### src/rtl/serial_adder_acc_if.sv
// Operand/result handshake bundle for serial_adder_acc.
// With SERIAL_ADDER_SUB_MODE_EN defined, the bundle carries the sub request.
interface serial_adder_acc_if #(
   parameter int WIDTH = 8
);
   logic             in_valid;
   logic             in_ready;
   logic [WIDTH-1:0] a;
   logic [WIDTH-1:0] b;
   logic             cin;
`ifdef SERIAL_ADDER_SUB_MODE_EN
   logic             sub;
`endif
   logic             out_valid;
   logic             out_ready;
   logic [WIDTH-1:0] sum;
   logic             cout;
   logic             ovf;

`ifdef SERIAL_ADDER_SUB_MODE_EN
   modport master (output in_valid, a, b, cin, sub, out_ready,
                   input  in_ready, out_valid, sum, cout, ovf);
   modport slave  (input  in_valid, a, b, cin, sub, out_ready,
                   output in_ready, out_valid, sum, cout, ovf);
`else
   modport master (output in_valid, a, b, cin, out_ready,
                   input  in_ready, out_valid, sum, cout, ovf);
   modport slave  (input  in_valid, a, b, cin, out_ready,
                   output in_ready, out_valid, sum, cout, ovf);
`endif
endinterface

### src/rtl/serial_adder_acc.sv
// Bit-serial adder: one full-adder stage resolves one bit per enabled clock.
// Optional subtract mode is enabled by SERIAL_ADDER_SUB_MODE_EN.
//
//   state   | meaning
//   --------+--------------------------------------------------
//   S_IDLE  | waiting for operands, in_ready high
//   S_SHIFT | resolving one bit per ena cycle, LSB first
//   S_DONE  | result presented, waiting for out_ready
module serial_adder_acc #(
   parameter int WIDTH = 8,
   localparam int CNT_W = $clog2(WIDTH)
) (
   input  logic               clk,
   input  logic               rst_n,
   input  logic               ena,
   serial_adder_acc_if.slave  bus,
   output logic               busy
);

   typedef enum logic [1:0] {S_IDLE, S_SHIFT, S_DONE} state_t;

   state_t           r_state;
   state_t           w_state_nxt;
   logic [CNT_W-1:0] r_cnt;
   logic [WIDTH-1:0] r_a;
   logic [WIDTH-1:0] r_b;
   logic [WIDTH-1:0] r_sacc;
   logic             r_c;
   logic [WIDTH-1:0] r_sum;
   logic             r_cout;
   logic             r_ovf;

   logic             w_s;
   logic             w_c;
   logic             w_last;
   logic             w_accept;
   logic [WIDTH-1:0] w_b_load;
   logic             w_c_load;

   assign w_s      = r_a[0] ^ r_b[0] ^ r_c;
   assign w_c      = (r_a[0] & r_b[0]) | (r_a[0] & r_c) | (r_b[0] & r_c);
   assign w_last   = (r_cnt == CNT_W'(WIDTH - 1));
   assign w_accept = ena && bus.in_valid && (r_state == S_IDLE);

`ifdef SERIAL_ADDER_SUB_MODE_EN
   // subtraction is a + ~b + 1; cin is ignored in that case
   assign w_b_load = bus.sub ? ~bus.b : bus.b;
   assign w_c_load = bus.sub ? 1'b1 : bus.cin;
`else
   assign w_b_load = bus.b;
   assign w_c_load = bus.cin;
`endif

   // state register
   always_ff @(posedge clk or negedge rst_n) begin
      if (!rst_n) r_state <= S_IDLE;
      else if (ena) r_state <= w_state_nxt;
   end

   // next-state decode
   always_comb begin
      w_state_nxt = r_state;
      case (r_state)
         S_IDLE:  if (bus.in_valid) w_state_nxt = S_SHIFT;
         S_SHIFT: if (w_last) w_state_nxt = S_DONE;
         S_DONE:  if (bus.out_ready) w_state_nxt = S_IDLE;
         default: w_state_nxt = S_IDLE;
      endcase
   end

   // handshake and status outputs decoded from state
   always_comb begin
      bus.in_ready  = (r_state == S_IDLE);
      bus.out_valid = (r_state == S_DONE);
      busy          = (r_state == S_SHIFT) || (r_state == S_DONE);
   end

   // operand shift registers, carry and bit counter
   always_ff @(posedge clk or negedge rst_n) begin
      if (!rst_n) begin
         r_a    <= '0;
         r_b    <= '0;
         r_c    <= 1'b0;
         r_cnt  <= '0;
         r_sacc <= '0;
      end else if (w_accept) begin
         r_a   <= bus.a;
         r_b   <= w_b_load;
         r_c   <= w_c_load;
         r_cnt <= '0;
      end else if (ena && r_state == S_SHIFT) begin
         r_a    <= {1'b0, r_a[WIDTH-1:1]};
         r_b    <= {1'b0, r_b[WIDTH-1:1]};
         r_c    <= w_c;
         r_sacc <= {w_s, r_sacc[WIDTH-1:1]};
         r_cnt  <= r_cnt + CNT_W'(1);
      end
   end

   // result registers; loaded on the MSB edge, held until the next completion
   always_ff @(posedge clk or negedge rst_n) begin
      if (!rst_n) begin
         r_sum  <= '0;
         r_cout <= 1'b0;
         r_ovf  <= 1'b0;
      end else if (ena && r_state == S_SHIFT && w_last) begin
         r_sum  <= {w_s, r_sacc[WIDTH-1:1]};
         r_cout <= w_c;
         r_ovf  <= r_c ^ w_c;
      end
   end

   assign bus.sum  = r_sum;
   assign bus.cout = r_cout;
   assign bus.ovf  = r_ovf;

endmodule

### src/flat_wrapper.sv
// flat-port wrapper written by rule: the top's interface ports become plain ports
module serial_adder_acc_flat 
#(
   parameter int WIDTH = 8,
   localparam int CNT_W = $clog2(WIDTH)
)
  (clk, rst_n, ena, busy, bus_in_valid, bus_a, bus_b, bus_cin, bus_out_ready, bus_in_ready, bus_out_valid, bus_sum, bus_cout, bus_ovf);
  serial_adder_acc_if #(.WIDTH(WIDTH)) bus_i ();
  input  logic clk;
  input  logic rst_n;
  input  logic ena;
  output logic busy;
  input wire logic [$bits(bus_i.in_valid)-1:0] bus_in_valid;
  input wire logic [$bits(bus_i.a)-1:0] bus_a;
  input wire logic [$bits(bus_i.b)-1:0] bus_b;
  input wire logic [$bits(bus_i.cin)-1:0] bus_cin;
  input wire logic [$bits(bus_i.out_ready)-1:0] bus_out_ready;
  output wire logic [$bits(bus_i.in_ready)-1:0] bus_in_ready;
  output wire logic [$bits(bus_i.out_valid)-1:0] bus_out_valid;
  output wire logic [$bits(bus_i.sum)-1:0] bus_sum;
  output wire logic [$bits(bus_i.cout)-1:0] bus_cout;
  output wire logic [$bits(bus_i.ovf)-1:0] bus_ovf;
  assign bus_i.in_valid = bus_in_valid;
  assign bus_i.a = bus_a;
  assign bus_i.b = bus_b;
  assign bus_i.cin = bus_cin;
  assign bus_i.out_ready = bus_out_ready;
  assign bus_in_ready = bus_i.in_ready;
  assign bus_out_valid = bus_i.out_valid;
  assign bus_sum = bus_i.sum;
  assign bus_cout = bus_i.cout;
  assign bus_ovf = bus_i.ovf;
  serial_adder_acc #(.WIDTH(WIDTH)) u_core (.clk(clk), .rst_n(rst_n), .ena(ena), .bus(bus_i), .busy(busy));
endmodule
### config.mk
export PLATFORM = sky130hd
export DESIGN_NAME = serial_adder_acc_flat
export DESIGN_NICKNAME = d
export VERILOG_FILES = /design/src/rtl/serial_adder_acc_if.sv /design/src/rtl/serial_adder_acc.sv /design/src/flat_wrapper.sv
export SDC_FILE = /design/constraint.sdc
export NUM_CORES = 1
export LEC_CHECK = 0
export CORE_MARGIN = 2
export CORE_UTILIZATION = 40
export DETAILED_ROUTE_END_ITERATION = 12
export GPL_TIMING_DRIVEN = 0
export REMOVE_ABC_BUFFERS = 1
export SYNTH_ARGS = -nofsm -noshare
export SYNTH_HDL_FRONTEND = slang
export SYNTH_SLANG_ARGS = --single-unit
### constraint.sdc
create_clock -name clk -period 2 [get_ports clk]
set_input_delay 0.4 -clock clk [delete_from_list [all_inputs] [get_ports clk]]
set_output_delay 0.4 -clock clk [all_outputs]
set_load 0.02 [all_outputs]
-- After elaboration in Yosys (flattened, before gate mapping)
Cells that the tools add are included.
- bits in registers: 40
- output and inout bits: 13
- equal/unequal tests: 6
- bitwise gates (word level): 9
- reductions and logical operators: 9
- mux-type cells: 12
- $add $sub $neg: 1
- operator list (cell ; count):
    8-bit two-way mux ; 4
    2-bit two-way mux ; 3
    3-bit two-way mux ; 2
    2-bit case mux with 3 select lines ; 1
    1-bit logical AND ; 4
    2-bit != test, second input constant ; 2
    4-bit AND reduction ; 1
    3-bit by 1-bit adder with 3-bit output, second input constant ; 1
    1-bit bitwise AND ; 3
    3-bit == test, second input constant ; 1
    1-bit XOR ; 3
    2-bit by 1-bit == test with 1-bit output, second input constant ; 1
    2-bit == test, second input constant ; 1
    2-bit logical NOT ; 1
    1-bit two-way mux ; 2
    2-bit by 1-bit != test with 1-bit output, second input constant ; 1
    1-bit OR ; 2
    2-bit AND reduction ; 1
    2-bit nonzero test ; 1
    1-bit logical OR ; 1
    1-bit NOT ; 1

-- Logic depth before layout (Yosys ltp)
Gate-level depths: netlist (run 1).
- word-level depth: 5
- gate-level depth with buffers: 7

-- Least setup slack after synthesis (run 1)
OpenSTA, ideal clock, no wires.
- path type: register to register
- from: register u_core.r_state[0]
- to: register u_core.r_state[1]
- period minus slack after synthesis: 1.583 ns
- data required time: 1.875 ns
- cell stages (with the launch flop): 6
- slack: 0.417 ns
- arrival: 1.458 ns
- path buffers: 0
- cell sequence: dfrtp_1 inv_1 ha_1 inv_1 o2111ai_1 mux2_2
- cells in the longest elaborated chain, start to end: 3
- ends and longest elaborated chain (element ; RTL line ; source):
    from (decl) ; serial_adder_acc.sv:22 ; state_t r_state;
    from (signal assigned) ; serial_adder_acc.sv:57 ; else if (ena) r_state <= w_state_nxt;
    2-bit logical NOT * ; - ;
    named net bus_in_ready ; flat_wrapper.sv:18 ; output wire logic [$bits(bus_i.in_ready)-1:0] bus_in_ready;
    2-bit != test (no source line) ; - ;
    4-bit AND reduction (no source line) ; - ;
The timed path passes the listed nets; every way through them passes the cells marked *.
A chain may end at the register's enable or synchronous reset.

-- Final worst setup path (run 1)
- from: register u_core.r_state[0]
- to: output bus_in_ready
- cells in the longest elaborated chain, start to end: 1
- ends and longest elaborated chain (element ; RTL line ; source):
    2-bit logical NOT ; serial_adder_acc.sv:73 ; bus.in_ready = (r_state == S_IDLE);
    to (decl) ; flat_wrapper.sv:18 ;
Every way passes these cells.

==> results of run 1 <==
-- worst max-delay path by stage --
| stage | startpoint | end | slack, ns |
|---|---|---|---|
| 2_1_floorplan | u_core.r_state[1] | u_core.r_sacc[1] | 0.30 |
| 3_3_place_gp | rst_n | u_core.r_b[7] | -0.36 |
| 3_5_place_dp | ena | u_core.r_sacc[1] | -0.29 |
| 4_1_cts | ena | u_core.r_sacc[1] | 0.02 |
| 5_1_grt | u_core.r_state[0] | bus_in_ready | 0.06 |
| 6_report | u_core.r_state[0] | bus_in_ready | 0.14 |
-- per-stage QoR --
stage               setup slack [ns]  utilization  cell area, sq um
floorplan                     0.3037            -              1727
global placement             -0.3570       0.4931              2132
detailed placement           -0.2908       0.4919              2127
CTS                          0.02277       0.5142              2223
global route                 0.05898       0.5205              2251
finish                        0.1420       0.5205              2251
-- synth_stat cells (all sizes together) --
cell	n	area [sq um]
o2111ai	1	8.760
buf	7	58.80
o21ai	13	65.06
mux2	18	217.7
a221o	3	30.03
nand2b	2	12.51
and3	4	30.03
a41oi	2	17.52
a22o	2	17.52
nand3	4	20.02
inv	3	11.26
xnor2	1	8.760
ha	6	75.07
fa	1	20.02
nand2	18	75.07
a21oi	2	21.27
dfrtp	39	975.9
mux2i	12	120.1
-- power breakdown --
group	internal, mW	switching [mW]	total (mW)
clock	0.314	0.253	0.568
combinational	0.517	0.465	0.982
sequential	1.07	0.171	1.24
total	1.90	0.889	2.79
-- worst max-delay path: cells and delay by family (launching register included) --
family	cells	cell delay, ns
fa+ha+maj	1	0.29
buf+inv	2	0.46
flops	1	0.42
-- layer usage --
metal	up-vias	wire length [um]	track usage
met4	0	43	0.04403
met3	6	150	0.04701
met2	27	1360	0.2118
met1	553	1443	0.1804
li1	557	-	-
met5	-	0	0
-- registers in the layout, indices dropped and copies added, names as in the netlist --
signal           flops
u_core.bus.sum       8
u_core.r_a           8
u_core.r_b           8
u_core.r_sacc        7
u_core.r_cnt         3
u_core.r_state       2
u_core.bus.cout      1
u_core.bus.ovf       1
u_core.r_c           1
-- what timing repair did --
item                       CTS  global route
gates resized for setup      3             0
setup buffers                0             2
setup endpoints to repair    3             7
-- cell type report --
class,instances,share of cell area
clock buffers,8,0.04447
inverters,3,0.005003
multi-input cells,89,0.3285
flip-flops and latches,39,0.4336
well taps,52,0.02890
repair buffers,36,0.1595
-- kinds of logic (layout without fill, tap and decap cells) --
family | count (synthesis) | in the layout
XOR/XNOR | 1 | 1
adder cells (fa/ha/maj) | 7 | 7
AND/OR/NAND/NOR | 28 | 28
buffers and inverters | 10 | 47
AO/OA/AOI/OAI | 23 | 23
flip-flops | 39 | 39
multiplexers | 30 | 30
==> out/qor.yml, run 1 <==
status:
  status: "finished clean"
grt:
  number_of_global_route_vias_before_repair: 1132
  grt_max_degree: 40
  overflow: 0
  grt_antenna_before_repair: 0
  first_pass_grt_wire_length_mm: 5.306
  overall_global_routing_usage: 0.1364
timing:
  rsz0062_at_grt: "false"
  tightest_slew_ns: 0.8568
  post-route-min-period_ns: 1.858
  min_period_over_period: 0.9290
  slew_headroom: 0.4288
  timing.setup.tns_ns: 0
  report.final.slew_viol_count: 0
  maxClockFrequency_ghz: 0.5382
  finalHoldWorstSlack_ns: 0.2190
  setup_viol_count_final: 0
  hold_viol: 0
  skew_ns: 0.005611
critical_path:
  crit_path_arrival_time_ns: 1.46
  timing.reg2reg.worst_path_depth: 6
  cp-start-kind: "flop"
  crit_path_cell_trace: "inv_1 > ha_1 > dlygate4sd2_1"
  end_kind: "output port"
  origin_of_the_critical_flop_to_flop_path: "u_core.r_state[1]"
  cpMaxStageDelayCell: "sky130_fd_sc_hd__dfrtp_1"
  max_fanout_on_critical_path: 5
  worst-setup-path-type: "reg -> out"
  data_required_time_of_the_critical_path_ns: 1.60
  cpPeakStageDelay_ns: 0.42
  rrSetupSlack_ns: 0.22
  terminus_of_the_critical_flop_to_flop_path: "u_core.r_sacc[7]"
routing:
  first_pass_iteration_count_of_the_detailed_router: 4
  route.detailed.vias_per_inst: 5.035
  drt-initial-drc-count: 59
  routed_wl_mm: 2.998
  dr_total_vias: 1143
  ant_nets: 0
  route.detailed.wl_per_inst_um: 13.21
  post-route-drc-count: 0
cells_and_area:
  final_layout_size_suffix_gt1_frac: 0.1771
  layout_commonest_cell: "sky130_fd_sc_hd__dfrtp_1"
  multi_input_area_sq_um: 739.5
  syn2layout_area_growth_pct: 26.07
  nNetsFinal: 203
  non_filler_cells_final: 227
  final.fill_count: 401
  regArea_sq_um: 975.9
  antennaDiodeCount: 0
  layout_common_cells: "sky130_fd_sc_hd__dfrtp_1 (39), sky130_fd_sc_hd__clkdlybuf4s50_1 (30), sky130_fd_sc_hd__nand2_1 (17)"
placed_design:
  routabilityCongestion: 0.7016
  placed_cells: 217
  numPortBuffers: 34
  dp.final_hpwl_mm: 2.030
clocking:
  clock_latency_ns: 0.29
  ctsHtreeMaxLevel: 2
  cts-hold-fix-buffers: 0
  cts_buffer_count: 5
  clkTransAtPathRegs_ns: 0.07
  clock_sinks: 39
  clockRootBuffer: "sky130_fd_sc_hd__clkbuf_8"
  cts.path.max_buffers: 2
  tritoncts_clock_tree: "built"
die:
  floorplan.die.height_um: 70.81
  std_cell_rows: 24
  die_width_um: 70.81
  io_pins: 35
  core_region_area_sq_um: 4324
  die_area_sq_um: 5014
  initial_utilization: 0.4129
synthesis:
  synth_simple_gate_area_share: 0.07708
  adder_cell_fraction_of_synth_area: 0.05326
  synth_cell_types: 25
  synth.avg_cell_area_sq_um: 12.94
  yosys_register_bits: 39
  synth_top_family_by_area: "multiplexers"
  synth_compound_gate_area_share: 0.08970
  synth_area_in_xor_xnor: 0.004905
  fraction_of_synthesized_area_in_multiplexers: 0.1892
  synth.yosys.warnings: 0
  sequential_cell_area_fraction_in_the_yosys_report: 0.5466
  synth_cells: 138
  syn_area_sq_um: 1785
hold_path:
  timing.hold.worst.class: "in -> async"
pwr:
  power.static_leakage_nw: 1.095
  finalPower_mw: 2.788
  power.density_nw_per_um2: 1238
  peakVddDrop_mv: 0.5094
flow_run:
  max_cap_viols: 0
No activity file was read; power rests on OpenSTA's default activity.
==> run 2, diff against run 1 <==
Settings changed: RECOVER_POWER set to 100.
==> run 2 against run 1 <==
  * Non-clock buffer count unchanged
  * Register-to-register slack is essentially flat
  * Worst setup slack got worse by 0.050 ns
  * Sequential cell count unchanged
  * Clock skew about the same
  * Global-route usage unchanged
  * Via count grew 0.35%
  * Count of clock-buffer cells in the layout is the same
  * Critical path type is now in -> reg
  * Largest power group unchanged
==> out/qor.yml, run 2 (same netlist as run 1, synthesis figures left out) <==
placed_design:
  place_ws_ns: -0.2908  # unchanged
  numPortBuffers: 34  # unchanged
  dp.final_hpwl_mm: 2.030  # unchanged
  dpl_cell_area_sq_um: 2127  # unchanged
  routabilityCongestion: 0.7016  # unchanged
  placed_cells: 217  # unchanged
flow_run:
  max_cap_viols: 0  # unchanged
timing:
  report.final.slew_viol_count: 0  # unchanged
  min_period_over_period: 0.9539  # was 0.9290
  hold_viol: 0  # unchanged
  setup_viol_count_final: 0  # unchanged
  maxClockFrequency_ghz: 0.5242  # was 0.5382 GHz
  post-route-min-period_ns: 1.908  # was 1.858 ns
  tightest_slew_ns: 0.9592  # was 0.8568 ns
  skew_ns: 0.005757  # was 0.005611 ns
  rsz0062_at_grt: "false"  # unchanged
  finalHoldWorstSlack_ns: 0.2523  # was 0.2190 ns
  slew_headroom: 0.3606  # was 0.4288
  layout_setup_ws_ns: 0.09225  # was 0.1420 ns
  timing.setup.tns_ns: 0  # unchanged
clocking:
  cts.path.max_buffers: 2  # unchanged
  cts-hold-fix-buffers: 0  # unchanged
  tritoncts_clock_tree: "built"  # unchanged
  clockRootBuffer: "sky130_fd_sc_hd__clkbuf_8"  # unchanged
  clkTransAtPathRegs_ns: 0.07  # about the same
  ctsHtreeMaxLevel: 2  # unchanged
  cts_buffer_count: 5  # unchanged
  clock_sinks: 39  # unchanged
  clock_latency_ns: 0.29  # about the same
grt:
  grtUsageMet2: 0.2118  # unchanged
  grt-busiest-layer: "met2"  # unchanged
  overall_global_routing_usage: 0.1364  # unchanged
  overflow: 0  # unchanged
  grt_max_degree: 40  # unchanged
  met1_usage: 0.1804  # unchanged
  number_of_global_route_vias_before_repair: 1132  # unchanged
  gr-usage-met3: 0.04701  # unchanged
  first_pass_grt_wire_length_mm: 5.306  # unchanged
  grt_antenna_before_repair: 0  # unchanged
die:
  initial_utilization: 0.4129  # unchanged
  io_pins: 35  # unchanged
  std_cell_rows: 24  # unchanged
  core_region_area_sq_um: 4324  # unchanged
  die_area_sq_um: 5014  # unchanged
  die_width_um: 70.81  # unchanged
  floorplan.die.height_um: 70.81  # unchanged
pwr:
  power.density_nw_per_um2: 1235  # was 1238 nW/um^2
  peakVddDrop_mv: 0.5099  # was 0.5094 mV
  finalPower_mw: 2.779  # was 2.788 mW
  power.static_leakage_nw: 1.130  # was 1.095 nW
critical_path:
  data_required_time_of_the_critical_path_ns: 2.17  # was 1.60 ns
  cp-start-kind: "input port"  # was flop
  worst-setup-path-type: "in -> reg"  # was reg -> out
  crit_path_arrival_time_ns: 2.08  # was 1.46 ns
  timing.reg2reg.worst_path_depth: 6  # unchanged
  rrSetupSlack_ns: 0.22  # about the same
  origin_of_the_critical_flop_to_flop_path: "u_core.r_state[1]"  # unchanged
  end_kind: "flop"  # was output port
  terminus_of_the_critical_flop_to_flop_path: "u_core.r_sacc[7]"  # unchanged
  max_fanout_on_critical_path: 18  # was 5
hold_path:
  timing.hold.worst.class: "in -> async"  # unchanged
routing:
  first_pass_iteration_count_of_the_detailed_router: 3  # was 4
  route.detailed.vias_per_inst: 5.053  # was 5.035
  route.detailed.wl_per_inst_um: 13.18  # was 13.21 um
  dr_total_vias: 1147  # was 1,143
  routed_wl_mm: 2.991  # was 2.998 mm
  ant_nets: 0  # unchanged
  drt-initial-drc-count: 52  # was 59
  post-route-drc-count: 0  # unchanged
cells_and_area:
  nNetsFinal: 203  # unchanged
  final_cell_area_sq_um: 2251  # unchanged
  non_filler_cells_final: 227  # unchanged
  layout_commonest_cell: "sky130_fd_sc_hd__dfrtp_1"  # unchanged
  multi_input_area_sq_um: 739.5  # unchanged
  regArea_sq_um: 975.9  # unchanged
  final_layout_size_suffix_gt1_frac: 0.1771  # unchanged
  syn2layout_area_growth_pct: 26.07  # unchanged
  antennaDiodeCount: 0  # unchanged
  layout_common_cells: "sky130_fd_sc_hd__dfrtp_1 (39), sky130_fd_sc_hd__clkdlybuf4s50_1 (19), sky130_fd_sc_hd__nand2_1 (17)"  # was sky130_fd_sc_hd__dfrtp_1 (39), sky130_fd_sc_hd__clkdlybuf4s50_1 (30), sky130_fd_sc_hd__nand2_1 (17)
  final.fill_count: 401  # unchanged
  fin_util: 0.5205  # unchanged
status:
  status: "finished clean"  # unchanged
-- run 2: where the power goes --
group	switching [mW]	internal (mW)	leakage [nW]	total, mW
Sequential	0.170	1.07	0.509	1.24
Combinational	0.463	0.511	0.570	0.974
Clock	0.253	0.314	0.0515	0.568
-- run 2: critical path, cell delays in order --
cell,delay [ns]
sky130_fd_sc_hd__dlygate4sd3_1,0.73
sky130_fd_sc_hd__nand2_4,0.25
sky130_fd_sc_hd__a21oi_4,0.21
sky130_fd_sc_hd__buf_12,0.16
sky130_fd_sc_hd__mux2_2,0.33
-- run 2: worst max-delay path by stage --
stage                      startpoint  slack, ns  cells past startpoint                to
floorplan           u_core.r_state[1]       0.30                      5  u_core.r_sacc[1]
global placement                rst_n      -0.36                      1     u_core.r_b[7]
detailed placement                ena      -0.29                      4  u_core.r_sacc[1]
CTS                               ena       0.02                      4  u_core.r_sacc[1]
global route                      ena       0.03                      5  u_core.r_sacc[1]
finish                            ena       0.09                      5  u_core.r_sacc[7]
-- run 2: layer usage --
metal / routed length, um / up-vias
met4: 43 / 0
li1: - / 558
met2: 1362 / 27
met3: 143 / 6
met1: 1442 / 556
met5: 0 / -
-- run 2: final cells by class --
type                       count  area share
multi-input combinational     89      0.3285
inverter                       3    0.005003
timing repair buffer          36      0.1595
tap                           52     0.02890
sequential                    39      0.4336
clock buffer                   8     0.04447
-- run 2: what timing repair did --
action / 4_1_cts / 5_1_grt
gates resized for setup: 3 / 0
cloned: 0 / 0
endpoints found under the setup margin: 3 / 7
setup buffers: 0 / 2
